--- config.mk ---
export PLATFORM = sky130hd
export DESIGN_NAME = axis_wr_burst_ctrl
export DESIGN_NICKNAME = d
export VERILOG_FILES = /design/src/rtl/axis_wr_burst_ctrl.sv
export SDC_FILE = /design/constraint.sdc
export NUM_CORES = 1
export LEC_CHECK = 0
export CAP_MARGIN = 40
export CORE_MARGIN = 3
export CORE_UTILIZATION = 51
export DETAILED_ROUTE_END_ITERATION = 8
export PLACE_DENSITY = 0.93
export SYNTH_ARGS = -nofsm -noshare
export SYNTH_HDL_FRONTEND = slang
export SYNTH_SLANG_ARGS = --single-unit
--- constraint.sdc ---
create_clock -name clk -period 15.6 [get_ports clk]
set_clock_uncertainty 0.2 [all_clocks]
set_input_delay 3.12 -clock clk [delete_from_list [all_inputs] [get_ports clk]]
set_output_delay 3.12 -clock clk [all_outputs]
set_load 0.02 [all_outputs]
--- src/rtl/axis_wr_burst_ctrl.sv ---
// Write-side burst scheduler for the AXI-Stream to AXI4 bridge.
// A write command (start address, beat count) is split into AXI4 INCR bursts.
// Each burst is capped at MAX_BURST beats and never crosses a 4 KB page.
// Only one burst is outstanding at a time: AW, then W beats, then B.
module axis_wr_burst_ctrl #(
    parameter int ADDR_W    = 32,
    parameter int DATA_W    = 64,
    parameter int MAX_BURST = 16
) (
    input  logic                clk,
    input  logic                rst,

    input  logic                cmd_valid,
    output logic                cmd_ready,
    input  logic [ADDR_W-1:0]   cmd_addr,
    input  logic [15:0]         cmd_beats,
    output logic                busy,
    output logic                done,
    output logic                err,

    input  logic                s_tvalid,
    output logic                s_tready,
    input  logic [DATA_W-1:0]   s_tdata,

    output logic                m_awvalid,
    input  logic                m_awready,
    output logic [ADDR_W-1:0]   m_awaddr,
    output logic [7:0]          m_awlen,
    output logic [2:0]          m_awsize,
    output logic [1:0]          m_awburst,

    output logic                m_wvalid,
    input  logic                m_wready,
    output logic [DATA_W-1:0]   m_wdata,
    output logic [DATA_W/8-1:0] m_wstrb,
    output logic                m_wlast,

    input  logic                m_bvalid,
    output logic                m_bready,
    input  logic [1:0]          m_bresp
);

    localparam int BYTES      = DATA_W / 8;
    localparam int BYTE_SHIFT = $clog2(BYTES);

    typedef enum logic [1:0] {
        IDLE,
        ADDR,
        DATA,
        RESP
    } state_t;

    state_t              state_q, state_d;
    logic [ADDR_W-1:0]   cur_addr_q, cur_addr_d;
    logic [15:0]         rem_q, rem_d;
    logic [8:0]          blen_q, blen_d;
    logic [8:0]          beat_cnt_q, beat_cnt_d;
    logic [ADDR_W-1:0]   awaddr_q, awaddr_d;
    logic [7:0]          awlen_q, awlen_d;
    logic                err_q, err_d;
    logic                done_q, done_d;

    // Burst length: the smallest of remaining beats, MAX_BURST and beats left in the 4 KB page.
    function automatic logic [8:0] calc_blen(input logic [11:0] offset, input logic [15:0] remaining);
        logic [12:0] room;
        logic [16:0] lim;
        room = (13'd4096 - {1'b0, offset}) >> BYTE_SHIFT;
        lim  = 17'(MAX_BURST);
        if ({4'b0000, room} < lim) begin
            lim = {4'b0000, room};
        end
        if ({1'b0, remaining} < lim) begin
            lim = {1'b0, remaining};
        end
        return 9'(lim);
    endfunction

    // Next-state logic, handshake outputs and burst bookkeeping; AW payload is loaded on entry to ADDR.
    always_comb begin
        state_d    = state_q;
        cur_addr_d = cur_addr_q;
        rem_d      = rem_q;
        blen_d     = blen_q;
        beat_cnt_d = beat_cnt_q;
        awaddr_d   = awaddr_q;
        awlen_d    = awlen_q;
        err_d      = err_q;
        done_d     = 1'b0;

        cmd_ready  = 1'b0;
        m_awvalid  = 1'b0;
        m_wvalid   = 1'b0;
        s_tready   = 1'b0;
        m_wlast    = 1'b0;
        m_bready   = 1'b0;

        case (state_q)
            IDLE: begin
                cmd_ready = 1'b1;
                if (cmd_valid) begin
                    cur_addr_d = cmd_addr;
                    rem_d      = (cmd_beats == 16'd0) ? 16'd1 : cmd_beats;
                    err_d      = 1'b0;
                    state_d    = ADDR;
                end
            end
            ADDR: begin
                m_awvalid = 1'b1;
                if (m_awready) begin
                    beat_cnt_d = 9'd0;
                    state_d    = DATA;
                end
            end
            DATA: begin
                m_wvalid = s_tvalid;
                s_tready = m_wready;
                m_wlast  = (beat_cnt_q == blen_q - 9'd1);
                if (s_tvalid && m_wready) begin
                    beat_cnt_d = beat_cnt_q + 9'd1;
                    if (m_wlast) begin
                        rem_d      = rem_q - 16'(blen_q);
                        cur_addr_d = cur_addr_q + (ADDR_W'(blen_q) << BYTE_SHIFT);
                        state_d    = RESP;
                    end
                end
            end
            RESP: begin
                if (done_q) begin
                    state_d = IDLE;
                end else begin
                    m_bready = 1'b1;
                    if (m_bvalid) begin
                        if (m_bresp != 2'b00) begin
                            err_d = 1'b1;
                        end
                        if (rem_q == 16'd0) begin
                            done_d = 1'b1;
                        end else begin
                            state_d = ADDR;
                        end
                    end
                end
            end
            default: begin
                state_d = IDLE;
            end
        endcase

        if (state_d == ADDR && state_q != ADDR) begin
            blen_d   = calc_blen(cur_addr_d[11:0], rem_d);
            awaddr_d = cur_addr_d;
            awlen_d  = 8'(blen_d - 9'd1);
        end
    end

    // State and datapath registers; reset drops everything back to an idle, error-free block.
    always_ff @(posedge clk or posedge rst) begin
        if (rst) begin
            state_q    <= IDLE;
            cur_addr_q <= '0;
            rem_q      <= '0;
            blen_q     <= '0;
            beat_cnt_q <= '0;
            awaddr_q   <= '0;
            awlen_q    <= '0;
            err_q      <= 1'b0;
            done_q     <= 1'b0;
        end else begin
            state_q    <= state_d;
            cur_addr_q <= cur_addr_d;
            rem_q      <= rem_d;
            blen_q     <= blen_d;
            beat_cnt_q <= beat_cnt_d;
            awaddr_q   <= awaddr_d;
            awlen_q    <= awlen_d;
            err_q      <= err_d;
            done_q     <= done_d;
        end
    end

    assign busy      = (state_q != IDLE);
    assign done      = done_q;
    assign err       = err_q;
    assign m_awaddr  = awaddr_q;
    assign m_awlen   = awlen_q;
    assign m_awsize  = 3'(BYTE_SHIFT);
    assign m_awburst = 2'b01;
    assign m_wdata   = s_tdata;
    assign m_wstrb   = '1;

endmodule

Yosys cells after proc, flatten, opt, wreduce, memory -nomap -nowiden
Index checks and enable logic that the tools add are counted.
{"block": "classes", "n_addsub": 6, "magnitude_cmp": 2, "eq_ne": 12, "mux": 40, "n_reduce_logical": 11}
{"operator": "two-way mux 32 bit", "n": 3}
{"operator": "two-way mux 16 bit", "n": 4}
{"operator": "one-hot mux 32 bit (2 select lines)", "n": 1}
{"operator": "two-way mux 9 bit", "n": 4}
{"operator": "adder 32 x 12 -> 32 bit", "n": 1}
{"operator": "zero test 16 bit", "n": 2}
{"operator": "one-hot mux 16 bit (2 select lines)", "n": 1}
{"operator": "one-hot mux 9 bit (2 select lines)", "n": 1}
{"operator": "< comparator 16 x 17 -> 1 bit", "n": 1}
{"operator": "two-way mux 17 bit", "n": 1}
{"operator": "subtractor 16 x 9 -> 16 bit", "n": 1}
{"operator": "two-way mux 1 bit", "n": 15}
{"operator": "two-way mux 2 bit", "n": 7}
{"operator": "subtractor 13 x 12 -> 13 bit (first input constant)", "n": 1}
{"operator": "!= test 2 bit (second input constant)", "n": 6}
{"operator": "< comparator 10 x 5 -> 1 bit (second input constant)", "n": 1}
{"operator": "two-way mux 10 bit", "n": 1}
{"operator": "adder 9 x 1 -> 9 bit (second input constant)", "n": 1}
{"operator": "equality test 9 bit", "n": 1}
{"operator": "subtractor 9 x 1 -> 9 bit (second input constant)", "n": 1}
{"operator": "one-hot mux 2 bit (4 select lines)", "n": 1}
{"operator": "nonzero test 2 bit", "n": 4}
{"operator": "subtractor 8 x 1 -> 8 bit (second input constant)", "n": 1}
{"operator": "AND reduction 5 bit", "n": 1}
{"operator": "7 further kinds", "n": 10}
{"block": "word_totals", "register_bits": 110, "inputBits": 121, "output_inout_bits": 126, "wordCells": 80}

Depth between registers and ports, before layout
Gate-level depths: netlist (run 1).
{"block": "depth", "ltp_word": 13, "mapped_depth": 31, "mapped_depth_nobuf": 29}

Worst setup path before layout (run 1)
OpenSTA, ideal clock, no wires.
{"block": "synth_path", "kind": "input -> register", "startpoint": "in cmd_valid", "endpoint": "reg awlen_q[6], in the netlist m_awlen[6]", "setup_time_ns": 0.121, "arrival_time_ns": 8.905, "required_ns": 15.279, "path_slack_ns": 6.374, "cell_stages": 26, "n_path_buf": 3, "path_cell_list": "clkbuf_1 -> o21ai_1 -> nor2_1 -> clkbuf_1 -> nand2_1 -> o211a_1 -> nor4_1 -> nand2_1 -> ha_1 -> a21o_1 -> a21o_1 -> a21oi_1 -> o21ai_0 -> a221oi_1 -> nand3_1 -> or4b_4 -> or4_4 -> buf_6 -> o21ai_1 -> and2_1 -> ha_1 -> o21ai_0 -> or4_1 -> xnor2_1 -> nor3_1 -> o22a_1"}
{"block": "synth_between", "elab_chain_cells": 10, "elab_cells_between_ends": 16, "classes_between": "add/sub (2); order compare (2); eq/ne (1); mux (10); reduce/logical (1)"}
{"element": "start: declaration", "line_no": "13", "source": "input logic cmd_valid,"}
{"element": "two-way mux 32 bit", "line_no": "100", "source": "if (cmd_valid) begin"}
{"element": "one-hot mux 32 bit (2 select lines)", "line_no": "97", "source": "case (state_q)"}
{"element": "subtractor 13 x 12 -> 13 bit", "line_no": "67", "source": "room = (13'd4096 - {1'b0, offset}) >> BYTE_SHIFT;"}
{"element": "< comparator 10 x 5 -> 1 bit", "line_no": "69", "source": "if ({4'b0000, room} < lim) begin"}
{"element": "two-way mux 10 bit", "line_no": "69"}
{"element": "two-way mux 17 bit", "line_no": "149", "source": "if (state_d == ADDR && state_q != ADDR) begin"}
{"element": "< comparator 16 x 17 -> 1 bit", "line_no": "72", "source": "if ({1'b0, remaining} < lim) begin"}
{"element": "two-way mux 9 bit", "line_no": "72"}
{"element": "two-way mux 9 bit", "line_no": "149"}
{"element": "subtractor 8 x 1 -> 8 bit", "line_no": "152", "source": "awlen_d = 8'(blen_d - 9'd1);"}
{"element": "end signal: assignment", "line_no": "175", "source": "awlen_q <= awlen_d;"}
{"element": "end: declaration", "line_no": "59", "source": "logic [7:0] awlen_q, awlen_d;"}
Parallel ways exist; a longest one is shown, timed or not. The select of a mux whose other input is x is not followed.
A chain may end at the register's enable or synchronous reset.

Final worst setup path (run 1)
{"block": "layout_path", "startpoint": "in cmd_valid", "endpoint": "reg awlen_q[6], in the netlist m_awlen[6]"}
{"block": "layout_between", "elab_chain_cells": 10, "elab_cells_between_ends": 16, "classes_between": "add/sub (2); order compare (2); eq/ne (1); mux (10); reduce/logical (1)"}
{"element": "two-way mux 32 bit *", "line_no": "100"}
{"element": "one-hot mux 32 bit (2 select lines) *", "line_no": "97"}
{"element": "via cur_addr_d[1]", "line_no": "54", "source": "logic [ADDR_W-1:0] cur_addr_q, cur_addr_d;"}
{"element": "subtractor 13 x 12 -> 13 bit *", "line_no": "67"}
{"element": "< comparator 10 x 5 -> 1 bit", "line_no": "69"}
{"element": "two-way mux 10 bit *", "line_no": "69"}
{"element": "two-way mux 17 bit *", "line_no": "149"}
{"element": "< comparator 16 x 17 -> 1 bit", "line_no": "72"}
{"element": "two-way mux 9 bit *", "line_no": "72"}
{"element": "two-way mux 9 bit *", "line_no": "149"}
{"element": "subtractor 8 x 1 -> 8 bit *", "line_no": "152"}
Mark *: on every way through the listed nets, which the timed path passes. The rest lies on a longest branch. The select of a mux whose other input is x is not followed.

==> impl_results.md, run 1 <==
- Ys async rst share: 1.00
- Status: completed
- Clk slew on worst S/H paths: 0.08 ns
- Pin count of the biggest net entering global routing: 67
- Total gr overflow: 0
- Worst path top cell family by delay: simple AND/OR/NAND/NOR gates
- H-tree Lvls: 3
- DRT Wirelength: 23900 um
- Fill count: 1252
- HP Class: reg2reg
- Area of the core: 14800 um2
- Antenna Cells: 0
- Clock Tree Buf Depth: 2
- Max Slew Vio Count: 0
- Final Setup Violations: 0
- PD cells: 214 nW/um2
- Final instance area: between 8000 and 9000 um2
- Post-synthesis instance total: 920
- Dpl cell area: 8550 um2
- Root Driver: clkbuf_16
- I/O Buffers: 105
- CTS tree: built
- Row count: 44
- Antenna Nets Post-Route: 0
- Post-synthesis sequential area ratio: 0.353
- First DRT Iteration DRCs: 1094
- CP Launch Type: input pin
- CTS Hold Buffers Added: 0
- Total number of vias: 7433
- Post-synthesis register bit count: between 100 and 150
- Critical Path AT: 10.50 ns
- Fin worst setup slack: ~5.2 ns
- Setup TNS: 0 ns
- Crit path time final: around 10 ns
- Peak supply drop: roughly 140 uV
- Placer congestion estimate: 1.04
- Synthesized cell area: 7810 um2
- Leakage power: 3.70 nW
- Number of max-cap violations: 0
- Final Core Density: 0.600
- Synth-to-Final Area Change: 13.3%
- Vias in the first global route: roughly 7000
- First-pass GRT wire length: 37100 um
- Critical Setup Path Class: in2reg
- Clock Sinks: 110
- Worst slack at placement: 4.97 ns
- Resized Gates After CTS: 0
- Hold_ws: 0.301 ns
- HPWL after DPL: 17500 um
- Initial antenna violation count: 0
- Vias per std cell: 6.49
- Die area: around 17000 um2
- Ys flop type: dfrtp_1
- GRT Overall Usage: 0.281
- Worst-skew pair later-pin latency: 0.37 ns
- CP Capture Type: flip-flop
- Relative slew slack: 0.337
- Initial Util: 0.529
- Worst Path Required: 15.71 ns
- Fmax: 96.3 MHz
- Max FO, Critical Path: 29
- TritonCTS Buffers: 9
- Synth warn: 0
- Share of cells above drive strength 1: 0.0604
- Fin. Hold Viols: 0
- Syn_area_per_cell: roughly 8.5 um2
- Fin crit share: 0.666
- # IOs: 247
- RSZ-0062 raised after global routing: false
- CP max stage delay: between 0.5 and 0.6 ns
- Worst Path Buf+Inv: 4
- Number of flops mapped to enable cells by yosys: 0
- Slew at the pin closest to its max-slew limit: a little under 1 ns
- Residual DRC count: 0
- Final #Nets: 1109
- Slowest CP cell: nor2_1
- Setup bufs post-CTS: 0
- Routed len/inst: 20.9 um
- Height of the die: 130 um
- Yosys cell types: 72
- Die W: 130 um
- Pre-antenna DRT Iters: 6
-- state kept, by name, summed over array words and instances (netlist names), 2 cells and up --
register	count
cur_addr_q	32
m_awaddr	32
rem_q	16
beat_cnt_q	9
blen_q	9
m_awlen	8
state_q	2
-- cells in the mapped netlist, types with 3 or more instances --
cell / n / area (um2)
a21o_1: 7 / 52.6
buf_1: 5 / 18.8
o21ai_0: 45 / 225
o31ai_1: 6 / 45.0
nor3_1: 22 / 110
dfrtp_1: 110 / 2750
nor4_1: 15 / 93.8
nand4b_1: 3 / 26.3
a311oi_1: 3 / 26.3
nand2b_1: 10 / 62.6
a22oi_1: 6 / 45.0
nand3_1: 28 / 140
o21ai_1: 7 / 35.0
o31a_1: 3 / 26.3
a211oi_1: 10 / 75.1
o21bai_1: 3 / 22.5
or3_1: 6 / 37.5
o22ai_1: 22 / 138
buf_4: 77 / 578
a221oi_1: 5 / 43.8
and3_1: 10 / 62.6
clkbuf_1: 27 / 101
a21oi_1: 46 / 230
nor2_1: 71 / 267
nor2b_1: 11 / 68.8
mux2_2: 13 / 146
nand2_1: 98 / 368
ha_1: 30 / 375
o21a_1: 3 / 22.5
inv_1: 46 / 173
o211ai_1: 4 / 30.0
xnor2_1: 16 / 140
and2_1: 9 / 56.3
mux2i_1: 14 / 140
or4_1: 5 / 37.5
o2111ai_1: 5 / 43.8
or2_2: 4 / 25.0
a31oi_1: 12 / 75.1
xor2_1: 24 / 210
o22a_1: 15 / 131
nand3b_1: 4 / 30.0
nand4_1: 18 / 113
-- report_power, final --
part | switching (mW) | total, mW | internal (mW)
Combinational | 0.687 | 1.14 | 0.449
Clock | 0.113 | 0.233 | 0.120
Sequential | 0.118 | 0.524 | 0.406
Total | 0.918 | 1.89 | 0.975
-- cell families after synthesis --
kind of cell               synth area share
muxes                                0.0367
adders and majority gates            0.0532
and+or+nand+nor                       0.204
buffers and inverters                 0.116
DFF                                   0.353
other                              0.000962
xor gates and xnor gates             0.0449
AOI/OAI and AO/OA                     0.192
-- per-layer routing --
layer | global-route usage | part of all wire | up-vias
met5 | 0 | 0 | -
li1 | - | - | 3292
met3 | 0.0827 | 0.13 | 107
met1 | 0.390 | 0.39 | 3493
met4 | 0.113 | 0.041 | 0
met2 | 0.415 | 0.44 | 541
-- worst register-to-register path, stage by stage, from the launching register on --
cell and delay [ns]:
dfrtp_1 0.36, buf_4 0.22, inv_2 0.43, nand2_1 0.64
nor2_1 0.64, nand3_1 0.34, o211a_1 0.37, a211o_1 0.27
nor4_1 0.36, clkdlybuf4s15_2 0.34, nand2_1 0.07, ha_1 0.31
a21o_1 0.16, a21o_1 0.17, a21oi_1 0.14, o21ai_0 0.08
a221oi_1 0.28, nand3_1 0.11, or4b_4 0.50, or4_4 0.59
o21ai_1 0.21, and2_1 0.15, ha_1 0.22, o21ai_0 0.10
or4_1 0.49, xnor2_1 0.14, nor3_1 0.18, o22a_1 0.15
-- metrics by stage --
stage	power (mW)	instances
after global placement	1.60	1126
after global routing	2.02	1145
final	1.89	1145
after detailed placement	1.62	1129
after CTS	1.86	1145
after floorplan	1.28	936
-- path summary, 6_finish.rpt --
path                                               start                        to  slack [ns]  depth (start not counted)
worst max register to register      state_q[0]$_DFF_PP0_    m_awlen[6]$_DFFE_PP0P_        7.34                         27
worst min-delay path            m_awaddr[29]$_DFFE_PP0P_  m_awaddr[29]$_DFFE_PP0P_        0.30                          2
max in group asynchronous                            rst     blen_q[6]$_DFFE_PP0P_       10.99                          3
min in group asynchronous                            rst  m_awaddr[14]$_DFFE_PP0P_        2.95                          2
worst min register to register  m_awaddr[29]$_DFFE_PP0P_  m_awaddr[29]$_DFFE_PP0P_        0.30                          2
worst max-delay path                           cmd_valid    m_awlen[6]$_DFFE_PP0P_        5.22                         28
-- layout by cell type, fill, tap and decap left out, drive strengths merged, types with 5 or more instances in the layout --
cell	instances
a31oi	12
dfrtp	110
and2	9
mux2	13
a221oi	5
a21oi	46
o22a	15
ha	30
xnor2	16
a22oi	6
a21o	7
o31ai	6
mux2i	14
nor2	71
nor4	15
a211oi	10
o2111ai	5
nand2b	10
nand4	18
o22ai	22
xor2	24
nand3	28
clkbuf	12
and3	10
or3	6
nand2	98
buf	16
o21ai	52
conb	18
or4	6
nor2b	11
inv	50
nor3	24
clkdlybuf4s50	105
-- cell type report --
| type | instances | area (um2) | share of cell area |
|---|---|---|---|
| tap | 184 | 230 | 0.0260 |
| timing repair buffer | 122 | 1180 | 0.133 |
| sequential | 110 | 2750 | 0.311 |
| multi-input combinational | 666 | 4210 | 0.476 |
| inverter | 47 | 179 | 0.0202 |
| clock buffer | 12 | 256 | 0.0290 |
| clock inverter | 4 | 36.3 | 0.00410 |
Note: power is estimated with default switching activity, not from simulation.
==> inputs of run 2 (changes only) <==
CORE_UTILIZATION = 43   (was 51)
PLACE_DENSITY = 0.84   (was 0.93)
clock period = 9.3 ns   (was 15.6 ns; I/O delays follow)
==> impl_results.md, run 2 (synthesis gave the netlist of run 1 again) <==
- Reg-to-reg startpoint: blen_q[1]$_DFFE_PP0P_
- CTS tree: built
- Worst slack at placement: 0.460 ns (-4.51 ns)
- Share of cells above drive strength 1: 0.0730 (+0.0127)
- Vias per std cell: 6.03 (-7.2%)
- Setup bufs post-CTS: 0 (unchanged)
- Initial antenna violation count: 0 (unchanged)
- Placer congestion estimate: 1.02 (-2.2%)
- Max Slew Vio Count: 0 (unchanged)
- Row count: 48 (+9.1%)
- Routed len/inst: 20.5 um (-2.0%)
- Area of the core: 17500 um2 (+19%)
- Worst hold stages: 2 (unchanged)
- Fmax: 117 MHz
- PD cells: 359 nW/um2 (+68%)
- Worst Path Buf+Inv: 2 (-2)
- CP max stage delay: 0.66 ns (+0.07 ns)
- Vias in the first global route: 6879 (-2.1%)
- Hold_sp: m_awaddr[6]$_DFFE_PP0P_
- Slew at the pin closest to its max-slew limit: 0.829 ns (-0.162 ns)
- Fin worst setup slack: 0.725 ns (-4.49 ns)
- Pin count of the biggest net entering global routing: 60 (-10%)
- Clock Tree Buf Depth: 2 (unchanged)
- DRT Wirelength: 24500 um (+2.5%)
- Depth of the most critical reg-to-reg path: 28 (+3.7%)
- Peak supply drop: 253 uV (+88%)
- Worst Path Required: 9.36 ns (-6.35 ns)
- HP Class: reg2reg
- Initial Util: 0.445 (-0.0840)
- Worst-skew pair later-pin latency: 0.36 ns (about the same)
- Total number of vias: 7214 (-2.9%)
- Pre-antenna DRT Iters: 5 (-1)
- CP Capture Type: flip-flop
- First DRT Iteration DRCs: 667 (-39%)
- Most common cell after layout, fill and taps aside: dfrtp_1
- Antenna Cells: 0 (unchanged)
- Clk slew on worst S/H paths: 0.08 ns (about the same)
- Residual DRC count: 0 (unchanged)
- HPWL after DPL: 18200 um (+3.7%)
- TritonCTS Buffers: 9 (unchanged)
- Status: completed
- Critical Path AT: 8.63 ns (-1.87 ns)
- Synth-to-Final Area Change: 15.3%
- Fin crit share: 0.922
- Worst Hold End: m_awaddr[6]$_DFFE_PP0P_
- CP Launch Type: input pin
- Relative slew slack: 0.443 (+0.107)
- I/O Buffers: 105 (unchanged)
- Final #Nets: 1120 (+0.99%)
- Final Setup Violations: 0 (unchanged)
- Height of the die: 141 um (+8.5%)
- Max FO, Critical Path: 10 (-66%)
- Die area: 19800 um2 (+18%)
- Total gr overflow: 0 (unchanged)
- Root Driver: clkbuf_16
- FF-to-FF setup slack: 1.05 ns (-6.29 ns)
- Antenna Nets Post-Route: 0 (unchanged)
- Most frequent cells in the layout: dfrtp_1, clkdlybuf4s50_1, nand2_1
- Slowest CP cell: nor2_1
- First-pass GRT wire length: 38300 um (+3.2%)
- CTS Hold Buffers Added: 0 (unchanged)
- H-tree Lvls: 3 (unchanged)
- Die W: 141 um (+8.5%)
- RSZ-0062 raised after global routing: false
- Fin. Hold Viols: 0 (unchanged)
- Resized Gates After CTS: 0 (unchanged)
- Number of max-cap violations: 0 (unchanged)
- GRT Overall Usage: 0.246 (-0.0352)
- Leakage power: 3.76 nW (+1.7%)
- FF-to-FF End: m_awlen[6]$_DFFE_PP0P_
- # IOs: 247 (unchanged)
- Critical Setup Path Class: in2reg
- Clock Sinks: 110 (unchanged)
- Worst path top cell family by delay: simple AND/OR/NAND/NOR gates
- Setup TNS: 0 ns (unchanged)
- Crit path time final: 8.57 ns
## run 2: changes by cell type in the layout (fill, tap and decap cells not counted)
cell,delta
buf_4,+12
clkinvlp_4,+1
clkbuf_1,-1
inv_8,+2
clkbuf_8,-2
buf_1,-1
bufinv_16,+1
inv_6,-1
## run 2: cell type report
| type | count | area, um2 |
|---|---|---|
| Clock inverter | 7 | 87.6 |
| Timing Repair Buffer | 133 | 1260 |
| Inverter | 47 | 179 |
| Tap cell | 225 | 282 |
| Fill cell | 1650 | 8530 |
| Sequential cell | 110 | 2750 |
| Clock buffer | 9 | 225 |
| Multi-Input combinational cell | 666 | 4210 |
## run 2: report_power, final
part / internal (mW) / switching (mW) / leakage [nW]
clock network: 0.216 / 0.200 / 0.148
registers: 0.681 / 0.197 / 1.37
logic: 0.773 / 1.16 / 2.25
total: 1.67 / 1.56 / 3.76
## run 2: per-stage QoR
step	util	area [um2]	power [mW]	hold WS, ns	std cells
after CTS	0.513	9000	3.20	0.294	1197
after global placement	0.495	8670	2.75	0.262	1179
after floorplan	-	7870	2.14	0.260	936
after detailed placement	0.496	8690	2.77	0.272	1181
after global routing	0.513	9000	3.45	0.318	1197
final	0.513	9000	3.23	0.299	1197
## run 2: metal layers
layer / GRT usage / vias to the layer above / share of wire
met1: 0.346 / 3425 / 0.42
li1: - / 3309 / -
met4: 0.0765 / 0 / 0.023
met5: 0 / - / 0
met3: 0.0831 / 53 / 0.12
met2: 0.359 / 427 / 0.43
## run 2: worst max-delay path by stage
stage | cells after the start | to | start | slack, ns
after floorplan | 26 | m_awlen[6]$_DFFE_PP0P_ | cmd_valid | 1.33
after global placement | 25 | m_awlen[6]$_DFFE_PP0P_ | m_wready | 0.54
after detailed placement | 26 | m_awlen[6]$_DFFE_PP0P_ | m_wready | 0.46
after CTS | 26 | m_awlen[6]$_DFFE_PP0P_ | m_wready | 0.81
after global routing | 26 | m_awlen[6]$_DFFE_PP0P_ | s_tvalid | 0.26
final | 26 | m_awlen[6]$_DFFE_PP0P_ | cmd_valid | 0.73
## run 2: tightest hold or removal path: cells and delay by family, from the launching register on
| family | cells | cell delay (ns) |
|---|---|---|
| flip-flops | 1 | 0.35 |
| AND/OR/NAND/NOR | 2 | 0.11 |
==> inputs of run 3 (changes only) <==
RECOVER_POWER = 25   (was unset)
SKIP_CTS_REPAIR_TIMING = 1   (was unset)
==> impl_results.md, run 3 (synthesis gave the netlist of run 1 again) <==
- Relative slew slack: -0.657 (-1.10)
- Logic pwr share: 0.597 (-0.002)
- Met1 Track Usage GR: 0.346 (unchanged)
- Leakage power: 3.80 nW (+0.84%)
- # IOs: 247 (unchanged)
- Worst Hold End: m_awaddr[6]$_DFFE_PP0P_
- CP Launch Type: input pin
- Most common cell after layout, fill and taps aside: dfrtp_1
- Row count: 48 (unchanged)
- Initial Util: 0.445 (unchanged)
- Die area: 19800 um2 (unchanged)
- Clock Sinks: 110 (unchanged)
- Height of the die: 141 um (unchanged)
- Total gr overflow: 0 (unchanged)
- Top Usage Layer GRT: met2
- Worst hold stages: 2 (unchanged)
- Fin crit share: 0.928 (+0.00549)
- M3 GR Usage: 0.0831 (unchanged)
- Routed len/inst: 20.5 um (+0.17%)
- Slew at the pin closest to its max-slew limit: 2.47 ns (+1.64 ns)
- Vias in the first global route: 6879 (unchanged)
- Placer congestion estimate: 1.02 (unchanged)
- Clock Tree Buf Depth: 2 (unchanged)
- TritonCTS Buffers: 9 (unchanged)
- PD cells: 356 nW/um2 (-0.71%)
- HP Class: reg2reg
- Synth-to-Final Area Change: 15.3% (about the same)
- Share of cells above drive strength 1: 0.0730 (unchanged)
- Worst-skew pair later-pin latency: 0.36 ns (about the same)
- Fin worst setup slack: 0.674 ns (-0.0511 ns)
- Antenna Cells: 0 (unchanged)
- Final Setup Violations: 0 (unchanged)
- Critical Setup Path Class: in2reg
- Vias per std cell: 6.03 (about the same)
- Crit path time final: 8.63 ns (+0.0511 ns)
- Failing checks: max-capacitance violations, max-slew violations
- Worst Path Required: 9.41 ns (+0.05 ns)
- GRT Overall Usage: 0.246 (unchanged)
- I/O Buffers: 105 (unchanged)
- Pre-antenna DRT Iters: 5 (unchanged)
- CTS tree: built
- Final #Nets: 1120 (unchanged)
- DRT Wirelength: 24600 um (+0.17%)
- H-tree Lvls: 3 (unchanged)
- Power consumption: 3.20 mW (-0.73%)
- Most frequent cells in the layout: dfrtp_1, nand2_1, clkdlybuf4s50_1
- Final Core Density: 0.513 (about the same)
- Power share of the sequential group: 0.273 (about the same)
- Die W: 141 um (unchanged)
- Worst path top cell family by delay: simple AND/OR/NAND/NOR gates
- Residual DRC count: 0 (unchanged)
- Setup TNS: 0 ns (unchanged)
- Internal power: 1.65 mW (-1.2%)
- Hold_sp: m_awaddr[6]$_DFFE_PP0P_
- Number of max-cap violations: 1 (+1)
- Clock power frac: 0.129 (about the same)
- Slowest CP cell: or4_1
- FF-to-FF setup slack: 1.09 ns (+0.04 ns)
- Worst Path Buf+Inv: 2 (unchanged)
- Peak supply drop: 252 uV (-0.40%)
- Area of the core: 17500 um2 (unchanged)
- Dpl cell area: 8690 um2 (unchanged)
- Final instance area: 9000 um2 (about the same)
- First-pass GRT wire length: 38300 um (unchanged)
- First DRT Iteration DRCs: 672 (+0.75%)
- Reg-to-reg startpoint: blen_q[1]$_DFFE_PP0P_
- Fin. Hold Viols: 0 (unchanged)
- Net switching power: 1.56 mW (-0.19%)
- Clk slew on worst S/H paths: 0.08 ns (about the same)
- Total number of vias: 7221 (+0.097%)
- Max FO, Critical Path: 10 (unchanged)
- Critical Path AT: 8.73 ns (+0.10 ns)
- Worst slack at placement: 0.460 ns (unchanged)
- Max Slew Vio Count: 53 (+53)
- RSZ-0062 raised after global routing: false
- Depth of the most critical reg-to-reg path: 28 (unchanged)
- Status: finished, violations left
- Antenna Nets Post-Route: 0 (unchanged)
- Root Driver: clkbuf_16
- CP max stage delay: 0.59 ns (-0.07 ns)
- CP Capture Type: flip-flop
- M2 GR Usage: 0.359 (unchanged)
- Initial antenna violation count: 0 (unchanged)
- FF-to-FF End: m_awlen[6]$_DFFE_PP0P_
- Switching part of the total: 0.485 (+0.00259)
- HPWL after DPL: 18200 um (unchanged)
- Pin count of the biggest net entering global routing: 60 (unchanged)
- Fmax: 116 MHz (-0.59%)
run 3: cell types whose count changed in the layout (fill, tap and decap cells not counted), sizes merged:
cell           change
clkdlybuf4s50     -32
clkinvlp           +1
dlygate4sd3       +32
inv                -1
run 3: cell type report:
type / instances / area (um2)
Fill cell: 1649 / 8530
Multi-Input combinational cell: 666 / 4210
Sequential cell: 110 / 2750
Timing Repair Buffer: 133 / 1260
Tap cell: 225 / 282
Clock buffer: 9 / 225
Inverter: 47 / 178
Clock inverter: 7 / 87.6
run 3: power groups by stage:
stage	registers (mW)	logic, mW	clock network (mW)
after floorplan	0.921	1.22	0
after global routing	0.897	2.09	0.439
after CTS	0.871	1.91	0.424
after global placement	0.873	1.88	0
final	0.875	1.91	0.415
after detailed placement	0.877	1.89	0
run 3: layer usage:
metal	vias up	part of all wire	wire length, um
met4	0	0.024	602
met2	392	0.43	10500
met5	-	0	0
li1	3310	-	-
met1	3460	0.42	10400
met3	59	0.12	3050
run 3: worst max path at each step:
stage               startpoint                     end  cells past startpoint
floorplan            cmd_valid  m_awlen[6]$_DFFE_PP0P_                     26
global placement      m_wready  m_awlen[6]$_DFFE_PP0P_                     25
detailed placement    m_wready  m_awlen[6]$_DFFE_PP0P_                     26
CTS                   m_wready  m_awlen[6]$_DFFE_PP0P_                     26
global route          s_tvalid  m_awlen[6]$_DFFE_PP0P_                     26
finish                s_tvalid  m_awlen[6]$_DFFE_PP0P_                     26
run 3: through the flow:
step,hold WS [ns],std cells
3_5_place_dp,0.272,1181
2_1_floorplan,0.260,936
3_3_place_gp,0.262,1179
5_1_grt,0.313,1197
4_1_cts,0.294,1197
6_report,0.290,1197
run 3: tightest hold or removal path: cells and delay by family (launching register included):
kind             cells  cell delay [ns]
and+or+nand+nor      2             0.11
DFF                  1             0.34
